[src/rtl/imem_loader_pkg.sv]
// Shared definitions for the serial instruction-memory loader.
package imem_loader_pkg;
  typedef enum logic [2:0] {HDR_HI, HDR_LO, DATA, CHK, DONE, ERR} state_t;

  localparam int MAX_WORDS_DEF = 1024;
  localparam int BYTE_W        = 8;
  localparam int HDR_W         = 2 * BYTE_W;
  localparam int CSUM_W        = BYTE_W;
endpackage

[src/rtl/imem_word_asm.sv]
// Packs MSB-first bytes into 32-bit words; word_valid pulses the cycle after the 4th byte.
module imem_word_asm (
  input  logic        clk,
  input  logic        rst,
  input  logic        clr,
  input  logic        xfer,
  input  logic [7:0]  byte_in,
  output logic [1:0]  lane,
  output logic        last_byte,
  output logic [31:0] word,
  output logic        word_valid
);
  logic [23:0] sr;

  assign last_byte = xfer && (lane == 2'd3);

  always_ff @(posedge clk or negedge rst) begin
    if (!rst) begin
      lane       <= 2'd0;
      sr         <= 24'd0;
      word       <= 32'd0;
      word_valid <= 1'b0;
    end else begin
      word_valid <= 1'b0;
      if (clr) begin
        lane <= 2'd0;
        sr   <= 24'd0;
      end else if (xfer) begin
        lane <= lane + 2'd1;
        sr   <= {sr[15:0], byte_in};
        if (lane == 2'd3) begin
          word       <= {sr, byte_in};
          word_valid <= 1'b1;
        end
      end
    end
  end
endmodule

[src/rtl/imem_loader.sv]
// Boot loader: parses a counted byte stream, writes instruction words and checks an XOR checksum.
module imem_loader
  import imem_loader_pkg::*;
#(
  parameter int MAX_WORDS = MAX_WORDS_DEF
) (
  input  logic              clk,
  input  logic              rst,
  input  logic              start,
  input  logic [BYTE_W-1:0] byte_in,
  input  logic              byte_valid,
  output logic              byte_ready,
  output logic              imem_we,
  output logic [31:0]       imem_addr,
  output logic [31:0]       imem_wdata,
  output logic              cpu_hold,
  output logic              done,
  output logic              error
);
  state_t              state, state_nxt;
  logic [BYTE_W-1:0]   hdr_hi_q;
  logic [HDR_W-1:0]    n_words, hdr_n;
  logic [CSUM_W-1:0]   csum;
  logic [29:0]         wcnt;
  logic                xfer, restart, last_byte, final_byte, word_valid;
  logic [1:0]          lane;
  logic [31:0]         word;

  assign xfer    = byte_valid && byte_ready;
  assign restart = start && (state == DONE || state == ERR);
  assign hdr_n   = {hdr_hi_q, byte_in};

  // The previous word is always written before the next one completes, so wcnt equals the index of the completing word.
  assign final_byte = last_byte && (wcnt == 30'(n_words) - 30'd1);

  imem_word_asm u_asm (
    .clk        (clk),
    .rst        (rst),
    .clr        (restart),
    .xfer       (xfer && state == DATA),
    .byte_in    (byte_in),
    .lane       (lane),
    .last_byte  (last_byte),
    .word       (word),
    .word_valid (word_valid)
  );

  always_comb begin
    state_nxt = state;
    case (state)
      HDR_HI: if (xfer) state_nxt = HDR_LO;
      HDR_LO: if (xfer) begin
        if (hdr_n == '0)                 state_nxt = CHK;
        else if (int'(hdr_n) > MAX_WORDS) state_nxt = ERR;
        else                             state_nxt = DATA;
      end
      DATA:   if (final_byte) state_nxt = CHK;
      CHK:    if (xfer) state_nxt = (byte_in == csum) ? DONE : ERR;
      DONE, ERR: if (start) state_nxt = HDR_HI;
      default: state_nxt = HDR_HI;
    endcase
  end

  always_ff @(posedge clk or negedge rst) begin
    if (!rst) begin
      state    <= HDR_HI;
      hdr_hi_q <= '0;
      n_words  <= '0;
      csum     <= '0;
      wcnt     <= '0;
    end else begin
      state <= state_nxt;
      if (xfer && state == HDR_HI) hdr_hi_q <= byte_in;
      if (xfer && state == HDR_LO) n_words  <= hdr_n;
      if (restart)
        csum <= '0;
      else if (xfer && (state == HDR_HI || state == HDR_LO || state == DATA))
        csum <= csum ^ byte_in;
      if (restart)      wcnt <= '0;
      else if (imem_we) wcnt <= wcnt + 30'd1;
    end
  end

  assign byte_ready = (state == HDR_HI) || (state == HDR_LO) || (state == DATA) || (state == CHK);
  assign imem_we    = word_valid;
  assign imem_wdata = word;
  assign imem_addr  = {wcnt, 2'b00};
  assign cpu_hold   = (state != DONE);
  assign done       = (state == DONE);
  assign error      = (state == ERR);
endmodule

[config.mk]
export PLATFORM = sky130hd
export DESIGN_NAME = imem_loader
export DESIGN_NICKNAME = d
export VERILOG_FILES = /design/src/rtl/imem_loader_pkg.sv /design/src/rtl/imem_word_asm.sv /design/src/rtl/imem_loader.sv
export SDC_FILE = /design/constraint.sdc
export NUM_CORES = 1
export LEC_CHECK = 0
export BUFFER_PORTS_ARGS = -buffer_cell sky130_fd_sc_hd__buf_2
export CAP_MARGIN = 10
export CORE_UTILIZATION = 57
export CTS_CLUSTER_SIZE = 12
export DETAILED_ROUTE_END_ITERATION = 10
export GPL_TIMING_DRIVEN = 0
export PLACE_DENSITY = 0.79
export SLEW_MARGIN = 20
export SYNTH_ARGS = -nofsm -noshare
export SYNTH_HDL_FRONTEND = slang
export SYNTH_SLANG_ARGS = --single-unit
export TNS_END_PERCENT = 1
[constraint.sdc]
create_clock -name clk -period 4.95 [get_ports clk]
set_input_delay 0.7425 -clock clk [delete_from_list [all_inputs] [get_ports clk]]
set_output_delay 0.7425 -clock clk [all_outputs]
set_load 0.1 [all_outputs]
==> metrics.txt <==
cts repair resizes 0; post-synthesis sequential area ratio 51.80%; RSZ-0062 raised after global routing no; Clk Latency, worst-skew pair 540 ps; H-tree depth 4; Slew Limit Fails 0; Starting DRT DRC Count 184; vias in the first global route 4,497; min Tclk post-route 2706 ps; Final period util 54.66%; top post-synthesis cells by area dfrtp_1 (52%), mux2_2 (9.6%), nand2_1 (5.1%); Worst EP arrival 1960 ps; Fin. Hold Viols 0; largest net degree at the start of global routing 73; Rel. slew slack 42.54%; DR WL/cell 16.26 um; GRT Util Overall 26.45%; Tot Pwr 3435 uW; Worst Clk Skew 7.194 ps; Final nets 687; Startpoint Class register; Antenna diodes 0; Post-Syn Area per Cell 10.46 sq um; CP required 4210 ps; non-filler cells in the finished layout 820; RePlAce Congestion 0.7780; Longest Clk Path Bufs 2; IO Count 81; Die ar. 10,920 sq um; CTS Root Cell clkbuf_8; Synth-to-Final Area Change 19.92%; final core occ 69.91%; worst setup path class reg2out; hold-fix buffer count after cts 0; Starting Density 58.29%; share of the synthesized area in the top cell type 51.80%; Rows 37; area leader, netlist dfrtp_1; DRT Wirelength 13,330 um; Ys Warns 0; Slew @ Worst Pin 858.7 ps; number of synthesized flops with an enable pin 0; Hold Crit Class in2async; status finished clean; slowest stage delay, CP 410 ps; antenna viol nets, final 0; Pleak 0.003397 uW; fmax 0.3696 GHz; via count 4,624; CTS tree built; initial antenna violation count 0; crit-path max FO 10; Crit-path slowest cell buf_2; Power Dens Cells 478.1 nW/um^2; Via density 5.639; Placement Setup Slack 2307 ps; ys async rst share 100.0%; Worst setup EP type output pin; #FFs+latches synth 124; fill count 762; max_cap viols 0; share of cells above drive strength 1 27.92%; ys flop type dfrtp_1; HPWL after detailed placement 9230 um; GRT overflow 0; crit-path cells buf_2 > nand2b_1 > nand2b_1 > inv_1 > buf_2; Worst Slack Setup Final 2244 ps; Post-route DRC 0; cts bufs inserted 17; TNS Setup 0 ps; first-pass GRT wire length 22,390 um; Final setup viols 0; Post-Synthesis Cell Area 5991 sq um; Clock Sinks 124; CORE AREA 10,280 sq um; Post-CTS Setup Bufs 0; clock slew at reported path FFs 60 ps; I/O Buffers 78; die span in x 104.5 um; DR pass1 iterations 5; peak supply drop 0.3186 mV; synth unique cells 56; die height 104.5 um; Cells after DPL 789; Cells after Synth 573
==> cells by family (layout without fill, tap and decap cells) <==
kind of cell               after synthesis  count (layout)  share of synthesized area (%)
other                                    1               2                        0.06260
DFF                                    124             124                          51.80
adders and majority gates                3               3                         0.6266
AOI/OAI and AO/OA                       67              67                          6.600
buffers and inverters                   47             157                          3.467
xor gates and xnor gates                57              57                          8.333
muxes                                   54              54                          10.09
and+or+nand+nor                        220             220                          19.03
==> worst max-delay path: cells and delay by family, from the launching register on <==
kind / cells / cell delay [ps]
flops: 1 / 380
simple gates: 2 / 420
buf+inv: 3 / 640
==> through the flow <==
stage,instance area (sq um),hold slack [ps]
after floorplan,5995,446.9
after global placement,6555,482.1
after CTS,7184,249.4
after detailed placement,6589,487.8
after global routing,7184,282.1
final,7184,228.3
==> path summary, 6_finish.rpt <==
| check | startpoint | end | slack (ps) | depth (start not counted) |
|---|---|---|---|---|
| setup / recovery | state[1]$_DFFE_PN0P_ | done | 2240 | 5 |
| hold / removal | rst | wcnt[18]$_DFFE_PN0P_ | 230 | 1 |
| setup reg to reg | n_words[0]$_DFFE_PN0P_ | state[0]$_DFFE_PN0P_ | 2620 | 8 |
| hold reg to reg | u_asm.word[14]$_DFFE_PN0P_ | u_asm.word[14]$_DFFE_PN0P_ | 500 | 1 |
| max in group asynchronous | rst | u_asm.sr[4]$_DFFE_PN0P_ | 4040 | 2 |
| min in group clk | start | state[2]$_DFFE_PN0P_ | 430 | 2 |
==> report_power, final <==
| part | internal [uW] | switching, uW | leakage [uW] |
|---|---|---|---|
| Sequential | 1160 | 151 | 0.00167 |
| Combinational | 355 | 524 | 0.00145 |
| Clock | 780 | 466 | 0.000276 |
| Total | 2290 | 1140 | 0.00340 |
==> cell type report <==
type / count / area [sq um] / area share, %
clock buffers: 18 / 427.9 / 5.956
multi-input cells: 403 / 2684 / 37.36
inverters: 16 / 60.06 / 0.8359
repair buffers: 79 / 424.2 / 5.904
clock inverters: 13 / 167.7 / 2.334
plain buffers: 31 / 147.6 / 2.055
flip-flops and latches: 124 / 3103 / 43.19
well taps: 136 / 170.2 / 2.369
==> routing by layer <==
layer,wire [um],part of all wire [%],track usage [%],vias to the layer above
li1,-,-,-,2181
met1,6041,45,36.24,2288
met2,6440,48,41.15,135
met3,659,4.9,6.892,20
met4,193,1.4,8.571,0
met5,0,0,0,-
==> registers in the layout, summed over array words and instances (netlist names) <==
register and count:
csum 8, hdr_hi_q 8, n_words 16, state 3, u_asm.lane 2, u_asm.sr 24, u_asm.word 32, u_asm.word_valid 1
wcnt 30
==> cell usage in the layout, fill, tap and decap left out, drive strengths merged, types with 2 or more instances in the layout <==
cell and count:
a21oi 34, and3 3, and4 7, buf 94, bufinv 3, clkbuf 34
clkinv 3, clkinvlp 5, conb 2, dfrtp 124, ha 3, inv 18
mux2 51, mux2i 3, nand2 81, nand2b 5, nand3 14, nand3b 2
nand4 13, nand4b 2, nor2 47, nor2b 2, nor3 13, nor4 10
o21a 2, o21ai 18, o32ai 2, or3 7, or4 6, or4b 2
xnor2 33, xor2 24
==> synthesized netlist by cell type (2+ instances only) <==
cell type	number
a21oi_1	34
and3_1	3
and4_1	7
buf_1	2
buf_2	9
buf_4	3
clkbuf_1	15
dfrtp_1	124
ha_1	3
inv_1	16
mux2_2	51
mux2i_1	3
nand2_1	81
nand2b_1	5
nand3_1	14
nand3b_1	2
nand4_1	11
nand4_2	2
nand4b_1	2
nor2_1	47
nor2b_1	2
nor3_1	10
nor3_2	3
nor4_1	7
nor4_2	3
o21a_1	2
o21ai_0	16
o32ai_1	2
or3_1	7
or4_1	6
xnor2_1	33
xor2_1	24
No activity file was read; power rests on OpenSTA's default activity.
